`src/rtl/regfile_wb_arbiter.sv`:
```
// Round-robin arbiter sharing the regfile write port among N_REQ writeback sources.
// Optional REGFILE_ARB_STATS_EN adds a conflict_cnt port counting multi-requester cycles.
module regfile_wb_arbiter #(
  parameter int N_REQ  = 3,
  parameter int ADDR_W = 5,
  parameter int DATA_W = 32
) (
  input  logic                      clk,
  input  logic                      rst,
  input  logic                      wb_stall,
  input  logic [N_REQ-1:0]          req_valid,
  output logic [N_REQ-1:0]          req_ready,
  input  logic [N_REQ*ADDR_W-1:0]   req_addr,
  input  logic [N_REQ*DATA_W-1:0]   req_data,
  output logic                      wEnable,
  output logic [ADDR_W-1:0]         wAddr,
  output logic [DATA_W-1:0]         wData
`ifdef REGFILE_ARB_STATS_EN
  ,
  output logic [31:0]               conflict_cnt
`endif
);

  localparam int PTR_W = $clog2(N_REQ);

  logic [PTR_W-1:0]  rr_ptr;
  logic [PTR_W-1:0]  gidx;
  logic              grant;
  logic [ADDR_W-1:0] g_addr;
  logic [DATA_W-1:0] g_data;

  // Scan from rr_ptr upward with wrap; first valid requester wins.
  always_comb begin : grant_sel
    int idx;
    idx       = 0;
    gidx      = '0;
    grant     = 1'b0;
    req_ready = '0;
    if (!rst && !wb_stall) begin
      for (int k = 0; k < N_REQ; k++) begin
        idx = int'(rr_ptr) + k;
        if (idx >= N_REQ) idx = idx - N_REQ;
        if (!grant && req_valid[idx]) begin
          grant = 1'b1;
          gidx  = PTR_W'(idx);
        end
      end
      if (grant) req_ready[gidx] = 1'b1;
    end
  end

  assign g_addr = req_addr[gidx*ADDR_W +: ADDR_W];
  assign g_data = req_data[gidx*DATA_W +: DATA_W];

  always_ff @(posedge clk) begin
    if (rst) begin
      wEnable <= 1'b0;
      wAddr   <= '0;
      wData   <= '0;
      rr_ptr  <= '0;
    end else if (grant) begin
      // x0 writes are consumed but never reach the regfile
      wEnable <= (g_addr != '0);
      wAddr   <= g_addr;
      wData   <= g_data;
      rr_ptr  <= (gidx == PTR_W'(N_REQ-1)) ? '0 : gidx + 1'b1;
    end else begin
      wEnable <= 1'b0;
      wAddr   <= '0;
      wData   <= '0;
    end
  end

`ifdef REGFILE_ARB_STATS_EN
  always_ff @(posedge clk) begin
    if (rst)
      conflict_cnt <= '0;
    else if ($countones(req_valid) >= 2)
      conflict_cnt <= conflict_cnt + 32'd1;
  end
`endif

endmodule

```
`config.mk`:
```
export PLATFORM = sky130hd
export DESIGN_NAME = regfile_wb_arbiter
export DESIGN_NICKNAME = d
export VERILOG_FILES = /design/src/rtl/regfile_wb_arbiter.sv
export SDC_FILE = /design/constraint.sdc
export NUM_CORES = 1
export LEC_CHECK = 0
export ABC_AREA = 1
export BUFFER_PORTS_ARGS = -buffer_cell sky130_fd_sc_hd__buf_2
export CAP_MARGIN = 20
export CORE_UTILIZATION = 47
export CTS_BUF_LIST = sky130_fd_sc_hd__clkbuf_2
export DETAILED_ROUTE_END_ITERATION = 16
export GPL_TIMING_DRIVEN = 0
export PLACE_DENSITY = 0.89
export SYNTH_ARGS = -nofsm -noshare
export SYNTH_HDL_FRONTEND = slang
export SYNTH_SLANG_ARGS = --single-unit
```
`constraint.sdc`:
```
create_clock -name clk -period 5.7 [get_ports clk]
set_input_delay 0.285 -clock clk [delete_from_list [all_inputs] [get_ports clk]]
set_output_delay 0.285 -clock clk [all_outputs]
set_load 0.05 [all_outputs]
```
Word-level counts from Yosys, hierarchy flattened. Cells that the tools add are included.

$add $sub $neg: 6. Multipliers: 1. Div/mod/pow operators: 0. $lt $le $gt $ge: 8. Eq/ne operators: 1. Shift operators: 2. Muxes and demuxes: 32. Bitwise logic cells: 1. Reduce and logical (&&, ||, !) cells: 10.

Operators with widths (count): 32-bit two-way mux (6); 32-bit by 4-bit less-than comparator with 1-bit output, second input constant (3); 96-bit by 8-bit indexed part select with 32-bit output (1); 15-bit by 6-bit indexed part select with 5-bit output (1); 1-bit two-way mux (14); 2-bit two-way mux (6); 3-bit by 2-bit subtractor with 4-bit output, second input constant (2); 1-bit binary-select mux with 2-bit select (3); 3-bit by 2-bit >= comparator with 1-bit output, second input constant (2); 3-bit two-way mux (2); 2-bit by 3-bit multiplier with 5-bit output, second input constant (1); 5-bit nonzero test (1); 1-bit logical AND (4); 1-bit logical NOT (4); 2-bit by 1-bit adder with 3-bit output, second input constant (1); 2-bit by 2-bit adder with 3-bit output, second input constant (1); 2-bit by 3-bit less-than comparator with 1-bit output, second input constant (1); 2-bit by 2-bit subtractor with 3-bit output, second input constant (1); 2-bit by 1-bit adder with 2-bit output, second input constant (1); 1-bit demux with 2-bit select (1); 2-bit == test, second input constant (1); 2-bit by 1-bit >= comparator with 1-bit output, second input constant (1); 2-bit >= comparator, second input constant (1); 2-bit OR reduction (1); 1-bit NOT (1).

Register bits: 40. Bits in latches: 0. Bits in writable memories: 0. ROM bits: 0. Output and inout port bits: 41. Memories: 0.

Longest topological paths before layout. Gate-level depths: netlist (run 1).

Depth in word-level cells: 22. Depth in mapped cells: 19. Depth with buffers taken out: 18.

Worst setup path before layout (run 1). OpenSTA, ideal clock, no wires.

Kind: register to output. Start point: register rr_ptr[0]. End point: output req_ready[0]. Arrival time: 2.571 ns. Path slack: 2.844 ns. Cell stages (with the launch flop): 13. Cells stage by stage: dfxtp_1 -> inv_1 -> ha_1 -> inv_2 -> nand2_1 -> nand3_1 -> nand2_1 -> nand2_2 -> inv_2 -> nand3_1 -> nand2_1 -> buf_2 -> nor3_1.

Longest elaborated chain between the ends: 22. Elaborated cells between the ends (all ways): 44. Classes of those cells: 5 x add/sub; 5 x order compare; 29 x mux; 5 x reduce/logical.

RTL lines: from (decl) (RTL line 26) `logic [PTR_W-1:0] rr_ptr;`; from (signal assigned) (RTL line 66) `rr_ptr <= (gidx == PTR_W'(N_REQ-1)) ? '0 : gidx + 1'b1;`; branches (longest 20 deep; another with 3-bit by 2-bit subtractor with 4-bit output); 3-bit two-way mux (*) (RTL line 48) `if (grant) req_ready[gidx] = 1'b1;`; 3-bit two-way mux (*) (RTL line 39) `if (!rst && !wb_stall) begin`; to (decl) (RTL line 12) `output logic [N_REQ-1:0] req_ready,`.

Every way passes the cells marked *. The select of a mux whose other input is x is not followed.

Worst setup path after layout (run 1).
Start point: register rr_ptr[0]. End point: output req_ready[2].

Same word-level chain as after synthesis.

==> run_results.csv, run 1 <==
group,metric,value,unit
global_routing,grt-ovfl-total,0,
clock_network,htreeDepth,2,
timing,skew,0.02411,ns
global_routing,grt_pass1_vias,2429,
yosys,postSynthCellCount,327,
timing,min_period,3.034,ns
worst_setup_path,cp_data_arrival_time,2.75,ns
timing,setup_tns,0,ns
yosys,syn_nets,448,
final_layout,areaGrowthSynthToFinish,38.75,%
clock_network,clk_pin_slew_worst_paths,0.22,ns
worst_setup_path,cp-start-kind,"flop",
route,routed.top_layer,"met4",
final_layout,finish.utilization,68.34,%
yosys,synth_top_family_by_area,"simple AND/OR/NAND/NOR gates",
yosys,yosysWarningCount,0,
timing,grt_setup_unrepaired,"false",
yosys,yosysSeqAreaShare,33.97,%
pwr,peakVddDrop,0.0001068,V
yosys,ys_ff_latch,40,
timing,slew-limit-headroom,48.42,%
worst_setup_path,crit_fanout,10,
die,dieArea,0.005303,sq mm
yosys,synth_compound_area_share,21.18,%
global_routing,antenna_found_initial,0,
die,die_w,72.82,um
run,drv_cap,0,
timing,holdWs,0.03180,ns
clock_network,hold_buffers,0,
clock_network,cts_buffers,5,
route,vias,2736,
timing,setup_viol,0,
placement,dp.cells,551,
yosys,ys_types,27,
route,wl_met2,3.638,mm
die,start_util,49.25,%
route,met1Wirelength,2.715,mm
yosys,syn_avg_cell_area,7.209,sq um
yosys,syn_area,0.002357,sq mm
timing,fin_crit_sh,53.23,%
clock_network,cts.sinks,40,
final_layout,area.sequential,800.8,sq um
worst_setup_path,crit_path_end_kind,"output pin",
timing,tightest_slew,0.7737,ns
clock_network,cts_tree,"done",
route,dr.pass1.iters,5,
yosys,synthAdderAreaFrac,2.123,%
final_layout,antenna_cells,0,
worst_setup_path,rrSetupSlack,3.29,ns
timing,finalMaxSlewViolations,0,
route,vias_per_cell,4.894,
placement,place_congestion,0.8484,
hold_path,hp-class,"primary input to flop",
die,die_y,72.82,um
final_layout,fin_nets,612,
global_routing,global_route.usage.total,25.85,%
timing,fmax,329.6,MHz
die,num_rows,25,
placement,port_buffers,157,
final_layout,fillers,432,
yosys,synthMuxAreaShare,0,%
route,wl_met3,551,um
clock_network,cts_setup_buffers,0,
yosys,synthXorXnorAreaFrac,0,%
clock_network,cts_resized,0,
die,core_area,0.004786,sq mm
pwr,p_leak,1.680,nW
pwr,finalPower,0.7499,mW
pwr,powerDensity,229.3,mW/mm^2
worst_setup_path,worstSetupPathType,"flop to output pin",
timing,finalHoldViolCount,0,
global_routing,grt_first_pass_wirelength,10.54,mm
final_layout,drive_gt1_share,51.63,%
final_layout,multi_input_area,0.001305,sq mm
die,io_pins,158,
final_layout,finalNonFillerCells,559,
route,wl_per_cell,12.57,um
global_routing,grt_max_degree,14,
clock_network,cts_root_buf,"clkbuf_2",
yosys,synth-simple-area-share,32.06,%
route,wl,7.026,mm
clock_network,clk_latency,0.40,ns
route,drt_iter0_drc,107,
placement,dp_hpwl,5.625,mm
route,drc,0,
route,drtAntennaViolNets,0,
worst_setup_path,crit_required,5.41,ns
status,status,"finished, final reports clean",
clock_network,ctsLongestPathBuffers,2,
sequential cells by signal, indices dropped and copies added (netlist names):
| name | cells |
|---|---|
| rr_ptr | 2 |
| wData | 32 |
| wAddr | 5 |
| wEnable | 1 |
cell families (layout without fill, tap and decap cells):
kind of cell	after synthesis	after routing
buffers and inverters	40	205
adder cells (fa/ha/maj)	4	4
AND/OR/NAND/NOR	166	166
flip-flops	40	40
AO/OA/AOI/OAI	77	77
layout by cell type, fill, tap and decap left out, types with 5 or more instances in the layout:
cell type / Yosys / final
inv_1: 16 / 16
a21oi_1: 9 / 9
nand2_2: 35 / 35
nand3_1: 18 / 18
dfxtp_1: 40 / 40
buf_2: 9 / 166
clkbuf_2: 0 / 5
o21ai_1: 32 / 32
o21ai_0: 5 / 5
a21oi_2: 29 / 29
nand2_1: 38 / 38
nor2_1: 69 / 69
metrics by stage:
stage	area, sq um	setup WS (ns)
2_1_floorplan	2357	2.844
3_3_place_gp	3227	3.184
3_5_place_dp	3227	3.138
4_1_cts	3271	2.641
5_1_grt	3271	2.377
6_report	3271	2.666
critical path, stage by stage (launching register included):
cell and delay (ns):
dfxtp_1 0.43, inv_1 0.09, ha_1 0.40, inv_2 0.09, nand2_1 0.06, nand3_1 0.07
nand2_1 0.10, nand2_2 0.06, inv_2 0.06, nand3_1 0.07, nand2_2 0.11, nand2_4 0.09
inv_4 0.13, buf_8 0.16, buf_12 0.14, buf_2 0.26
cell type report:
| class | instances | area share, % |
|---|---|---|
| sequential | 40 | 24.48 |
| tap | 67 | 2.563 |
| buffer | 18 | 5.050 |
| multi-input combinational | 247 | 39.90 |
| timing repair buffer | 157 | 24.02 |
| inverter | 22 | 2.640 |
| clock inverter | 3 | 0.5738 |
| clock buffer | 5 | 0.7651 |
metal layers:
layer  track usage, %  up-vias
met5                0        -
met4            10.24        0
met3            6.354       10
met2            48.81      129
met1            27.33     1215
li1                 -     1382
power by group:
| part | internal [mW] | total, mW | switching (mW) |
|---|---|---|---|
| Sequential | 0.302 | 0.307 | 0.00543 |
| Clock | 0.0284 | 0.128 | 0.0992 |
| Combinational | 0.104 | 0.315 | 0.211 |
| Total | 0.434 | 0.750 | 0.316 |
final timing paths:
check            start      endpoint  cells past startpoint
max reg2reg  rr_ptr[0]     wData[22]                     16
max          rr_ptr[0]  req_ready[2]                     15
min                rst     rr_ptr[1]                      2
min reg2reg  rr_ptr[1]     rr_ptr[1]                      2
cells in the mapped netlist (all sizes together):
master | n | area (sq um)
clkbuf | 1 | 3.750
nand3 | 19 | 100.1
nand3b | 1 | 7.510
a21oi | 38 | 299.0
buf | 17 | 161.4
nand4 | 1 | 6.260
a31oi | 1 | 6.260
dfxtp | 40 | 800.8
inv | 21 | 81.33
nand2 | 74 | 372.9
o21ai | 38 | 193.9
ha | 4 | 50.05
nor3 | 2 | 10.01
clkinv | 1 | 5.000
nor2 | 69 | 259.0
Power figures use the tool's default switching activity.
==> run 2: changes to the inputs <==
--- a/config.mk
+++ b/config.mk
@@ -5,14 +5,14 @@
 export SDC_FILE = /design/constraint.sdc
 export NUM_CORES = 1
 export LEC_CHECK = 0
-export ABC_AREA = 1
+export ABC_AREA = 0
 export BUFFER_PORTS_ARGS = -buffer_cell sky130_fd_sc_hd__buf_2
 export CAP_MARGIN = 20
-export CORE_UTILIZATION = 47
+export CORE_UTILIZATION = 42
 export CTS_BUF_LIST = sky130_fd_sc_hd__clkbuf_2
 export DETAILED_ROUTE_END_ITERATION = 16
 export GPL_TIMING_DRIVEN = 0
-export PLACE_DENSITY = 0.89
+export PLACE_DENSITY = 0.82
 export SYNTH_ARGS = -nofsm -noshare
 export SYNTH_HDL_FRONTEND = slang
 export SYNTH_SLANG_ARGS = --single-unit
==> constraint.sdc (replaced) <==
create_clock -name clk -period 2.98 [get_ports clk]
set_input_delay 0.149 -clock clk [delete_from_list [all_inputs] [get_ports clk]]
set_output_delay 0.149 -clock clk [all_outputs]
set_load 0.05 [all_outputs]
==> run_results.csv, run 2 <==
group,metric,value,unit
global_routing,grt-ovfl-total,0,
route,vias,2580,
final_layout,areaGrowthSynthToFinish,55.80,%
clock_network,cts_root_buf,"clkbuf_2",
pwr,switching_share,38.42,%
placement,dp_hpwl,5.277,mm
yosys,synth_area_leaders,"dfxtp_1 (37%), mux2i_1 (18%), a211oi_1 (11%)",
clock_network,cts_buffers,5,
route,dr.pass1.iters,4,
final_layout,top_register,"wData",
global_routing,grt_first_pass_wirelength,10.75,mm
final_layout,most-common-layout-cells,"buf_2 (158), nor2_1 (50), mux2i_1 (38), dfxtp_1 (38), a211oi_1 (32)",
pwr,combPwrFrac,40.1,%
worst_setup_path,rrSetupSlack,0.28,ns
timing,setup_tns,0,ns
clock_network,htreeDepth,2,
worst_setup_path,crit_fanout,10,
global_routing,global_route.usage.total,25.72,%
final_layout,antenna_cells,0,
timing,skew,0.03339,ns
yosys,yosysMostFrequentCell,"nor2_1",
final_layout,largest_reg_flops,32,
die,num_rows,25,
pwr,pwr-share-clk,17.6,%
route,wl,7.324,mm
die,dieArea,0.005509,sq mm
global_routing,grt_pass1_vias,2371,
worst_setup_path,crit_required,2.83,ns
timing,slew-limit-headroom,51.92,%
yosys,yosysSeqAreaShare,36.55,%
yosys,syn_area,0.002191,sq mm
clock_network,clk_pin_slew_worst_paths,0.19,ns
clock_network,cts.sinks,40,
hold_path,hp-class,"primary input to flop",
die,core_area,0.004880,sq mm
timing,setup_viol,0,
timing,min_period,2.804,ns
global_routing,antenna_found_initial,0,
yosys,syn_nets,368,
final_layout,fin_nets,558,
final_layout,drive_gt1_share,44.52,%
route,drc,0,
yosys,yosysWarningCount,0,
timing,finalHoldViolCount,0,
route,vias_per_cell,5.109,
yosys,synth-edff-count,0,
die,die_w,74.23,um
die,io_pins,158,
final_layout,layout_commonest_cell,"buf_2",
pwr,seqPwrFrac,42.2,%
yosys,syn_avg_cell_area,8.870,sq um
route,wl_per_cell,14.50,um
worst_setup_path,cp_data_arrival_time,2.66,ns
final_layout,reg_top3,"wData: 32 flops, wAddr: 5 flops, rr_ptr: 2 flops",
die,start_util,44.90,%
worst_setup_path,cp-start-kind,"flop",
yosys,yosysTopAreaCell,"dfxtp_1",
timing,fin_crit_sh,94.10,%
pwr,switchingPower,0.5292,mW
clock_network,clk_latency,0.41,ns
clock_network,ctsLongestPathBuffers,2,
pwr,peakVddDrop,0.0002084,V
yosys,ys_ff_latch,40,
pwr,p_leak,1.893,nW
yosys,ys_types,37,
timing,finalMaxSlewViolations,0,
global_routing,grt_max_degree,14,
yosys,yosysTopAreaCellShare,36.55,%
status,status,"finished, final reports clean",
yosys,synth_common_cells,"nor2_1 (50), dfxtp_1 (40), mux2i_1 (39)",
placement,port_buffers,157,
timing,tightest_slew,0.7185,ns
worst_setup_path,worstSetupPathType,"flop to output pin",
pwr,p_int,0.8484,mW
pwr,powerDensity,403.6,mW/mm^2
yosys,postSynthCellCount,247,
worst_setup_path,crit_path_end_kind,"output pin",
route,drt_iter0_drc,82,
route,drtAntennaViolNets,0,
clock_network,cts_tree,"done",
yosys,async_flop_share,0,%
yosys,synth_ff_type,"dfxtp_1",
die,die_y,74.23,um
timing,fmax,356.6,MHz
final_layout,finish.utilization,69.95,%
run,drv_cap,0,
placement,place_congestion,0.8105,
-- run 2: cell types whose count changed in the layout (fill, tap and decap cells not counted), sizes merged, moves of 19 or more --
cell         before  now
nor2             69   50
mux2i             0   39
a211oi            0   33
nand2            74    9
a21oi            38    7
o21ai            38    9
nand3            19    0
dlygate4sd3       0   22
-- run 2: per-layer routing --
| metal | share of wire [%] | up-vias | global-route usage (%) |
|---|---|---|---|
| met5 | 0 | - | 0 |
| met3 | 6.2 | 29 | 7.859 |
| met2 | 52 | 122 | 44.65 |
| met4 | 3.6 | 0 | 11.32 |
| met1 | 38 | 1173 | 29.13 |
| li1 | - | 1256 | - |
-- run 2: power groups by stage --
stage	registers, mW	logic, mW	clock network (mW)
final	0.582	0.553	0.243
after global routing	0.587	0.592	0.272
after CTS	0.582	0.527	0.245
after detailed placement	0.593	0.495	0
after global placement	0.591	0.487	0
after floorplan	0.716	0.214	0
-- run 2: kinds of logic (layout without fill, tap and decap cells) --
group / Yosys count / after routing / share of synthesized area [%]
AO/OA/AOI/OAI: 61 / 61 / 20.10
adder cells (fa/ha/maj): 4 / 4 / 2.285
buffers and inverters: 28 / 219 / 7.538
flip-flops: 40 / 40 / 36.55
multiplexers: 39 / 39 / 17.82
AND/OR/NAND/NOR: 75 / 75 / 15.71
-- run 2: layout make-up --
class,count,area [sq um]
multi-input combinational,179,1257
timing repair buffer,183,1045
sequential,40,805.8
buffer,19,143.9
clock buffer,5,25.02
tap,67,83.83
clock inverter,3,18.77
fill,419,1466
inverter,9,33.78
-- run 2: metrics by stage --
stage	setup slack [ns]	hold slack (ns)	total power [mW]	std cells	cell area [sq um]
after CTS	0.007611	0.001409	1.353	499	3324
after global routing	-0.01242	0.003235	1.450	505	3413
after detailed placement	0.05070	0.3641	1.088	471	3060
after floorplan	0.1374	0.2181	0.9301	247	2191
after global placement	0.05534	0.3667	1.079	471	3060
final	0.1759	0.02834	1.378	505	3413
-- run 2: worst max-delay path, stage by stage, from the launching register on --
cell and delay, ns:
dfxtp_2 0.38, inv_1 0.07, ha_1 0.15, buf_4 0.16, mux2i_4 0.28, o22ai_1 0.11
a21oi_2 0.19, or2_1 0.16, buf_6 0.14, nand2_2 0.07, buf_6 0.15, buf_4 0.16
inv_1 0.09, buf_6 0.16
-- run 2: what timing repair did --
action | 4_1_cts | 5_1_grt
buffers inserted | 1 | 3
endpoints found under the setup margin | 3 | 4
resized for setup | 7 | 12
endpoints found under the hold margin | 20 | 3
hold buffers | 19 | 3
pin swaps | 1 | 1
-- run 2: final timing paths --
check                                  start           end  depth (start not counted)
worst min-delay path            req_data[70]      wData[6]                          3
worst max-delay path               rr_ptr[1]  req_ready[2]                         13
worst max register to register     rr_ptr[0]      wData[1]                          9
worst min register to register     rr_ptr[0]     rr_ptr[0]                          2
==> run 3: changes to the inputs <==
--- a/config.mk
+++ b/config.mk
@@ -13,6 +13,7 @@
 export DETAILED_ROUTE_END_ITERATION = 16
 export GPL_TIMING_DRIVEN = 0
 export PLACE_DENSITY = 0.82
+export SETUP_SLACK_MARGIN = 0.3
 export SYNTH_ARGS = -nofsm -noshare
 export SYNTH_HDL_FRONTEND = slang
 export SYNTH_SLANG_ARGS = --single-unit
==> run_results.csv, run 3 (synthesis results as in run 2) <==
group,metric,value,unit
final_layout,reg_top3,"wData: 32 flops, wAddr: 5 flops, rr_ptr: 2 flops",
placement,port_buffers,157,
worst_setup_path,crit_path_end_kind,"output pin",
timing,holdWs,0.03573,ns
clock_network,htreeDepth,2,
route,drtAntennaViolNets,0,
timing,grt_setup_unrepaired,"true",
timing,slew-limit-headroom,41.06,%
die,dieArea,0.005509,sq mm
placement,dp.cells,471,
route,drt_iter0_drc,132,
global_routing,antenna_found_initial,0,
timing,fmax,382.8,MHz
timing,fin_crit_sh,87.66,%
timing,skew,0.01317,ns
global_routing,grt_max_degree,12,
final_layout,largest_reg_flops,32,
final_layout,drive_gt1_share,50.12,%
clock_network,clk_latency,0.37,ns
final_layout,areaGrowthSynthToFinish,53.68,%
final_layout,finalNonFillerCells,494,
final_layout,top_register,"wData",
clock_network,cts.sinks,40,
final_layout,antenna_cells,0,
run,drv_cap,0,
hold_path,hp-class,"primary input to flop",
die,die_y,74.23,um
die,core_area,0.004880,sq mm
final_layout,area.sequential,808.3,sq um
timing,finalHoldViolCount,0,
route,vias,2487,
clock_network,cts_tree,"done",
worst_setup_path,crit_required,2.83,ns
die,io_pins,158,
clock_network,ctsLongestPathBuffers,2,
timing,finalMaxSlewViolations,0,
route,dr.pass1.iters,4,
clock_network,cts_buffers,5,
status,status,"finished, final reports clean",
die,die_w,74.23,um
timing,setup_viol,0,
worst_setup_path,cp_data_arrival_time,2.46,ns
final_layout,fillers,413,
timing,tightest_slew,0.8808,ns
global_routing,grt_first_pass_wirelength,9.280,mm
timing,setup_tns,0,ns
worst_setup_path,worstSetupPathType,"flop to output pin",
die,start_util,44.90,%
pwr,p_leak,1.872,nW
clock_network,cts_root_buf,"clkbuf_2",
worst_setup_path,cp-start-kind,"flop",
global_routing,global_route.usage.total,21.96,%
pwr,powerDensity,410.2,mW/mm^2
route,vias_per_cell,5.034,
die,num_rows,25,
final_layout,fin_nets,547,
global_routing,grt_pass1_vias,2176,
placement,dp_hpwl,5.000,mm
route,wl,6.691,mm
timing,min_period,2.612,ns
final_layout,multi_input_area,0.001320,sq mm
final_layout,layout_commonest_cell,"buf_2",
pwr,peakVddDrop,0.0003081,V
worst_setup_path,crit_fanout,8,
route,drc,0,
final_layout,most-common-layout-cells,"buf_2 (156), nor2_1 (50), dfxtp_1 (38)",
clock_network,clk_pin_slew_worst_paths,0.19,ns
route,wl_per_cell,13.54,um
placement,place_congestion,0.8532,
global_routing,grt-ovfl-total,0,
==> run 3: cell types whose count changed in the layout (fill, tap and decap cells not counted), moves of 2 or more <==
cell           previous run  this run
buf_2                   158       156
buf_4                     8        18
buf_8                     0         2
clkinv_2                  2         0
dlygate4sd3_1            22         1
ha_1                      4         2
ha_4                      0         2
inv_1                     9         6
inv_2                     0         2
nor3_1                    2         0
nor3_2                    0         2
==> run 3: layer usage <==
layer / routed length [um] / GRT usage, %
met3: 484 / 6.640
met4: 84 / 6.709
met1: 2674 / 24.71
met2: 3448 / 39.80
met5: 0 / 0
==> run 3: per-stage QoR <==
| stage | utilization (%) | power [mW] | area (sq um) | worst slack, ns |
|---|---|---|---|---|
| 6_report | 69.00 | 1.381 | 3367 | 0.3676 |
| 5_1_grt | 69.00 | 1.451 | 3367 | 0.2750 |
| 4_1_cts | 66.03 | 1.342 | 3222 | 0.2458 |
| 3_5_place_dp | 62.92 | 1.090 | 3070 | 0.02719 |
| 3_3_place_gp | 62.92 | 1.082 | 3070 | 0.04559 |
| 2_1_floorplan | - | 0.9329 | 2201 | 0.5491 |
==> run 3: where the power goes <==
part	switching (mW)	internal, mW	leakage [nW]
Sequential	0.0109	0.571	0.329
Combinational	0.341	0.231	1.51
Clock	0.164	0.0630	0.0306
==> run 3: repair_timing <==
| item | in CTS | in global routing |
|---|---|---|
| pin swaps | 2 | 3 |
| hold buffers | 1 | 0 |
| setup endpoints to repair | 41 | 16 |
| gates resized for setup | 18 | 23 |
| setup buffers | 5 | 9 |
| hold endpoints to repair | 2 | 0 |
==> run 3: path summary, 6_finish.rpt <==
| path | startpoint | endpoint | slack, ns | cells after the start |
|---|---|---|---|---|
| worst max register to register | rr_ptr[1] | wData[16] | 0.47 | 14 |
| worst min-delay path | req_data[85] | wData[21] | 0.04 | 3 |
| worst min register to register | rr_ptr[1] | rr_ptr[1] | 0.55 | 2 |
| worst max-delay path | rr_ptr[1] | req_ready[0] | 0.37 | 11 |
==> run 3: cell type report <==
type / instances / share of cell area (%)
plain buffers: 19 / 4.757
clock buffers: 7 / 1.041
clock inverters: 1 / 0.1115
inverters: 9 / 1.078
multi-input cells: 179 / 39.20
flip-flops and latches: 40 / 24.01
well taps: 67 / 2.490
repair buffers: 172 / 27.31
==> run 3: critical path, cell delays in order, from the launching register on <==
cell     delay [ns]
dfxtp_4        0.43
inv_2          0.06
ha_4           0.15
buf_6          0.12
mux2i_4        0.20
o22ai_2        0.17
a21oi_2        0.05
or2_1          0.24
buf_6          0.14
buf_4          0.13
nor3_2         0.16
buf_4          0.22
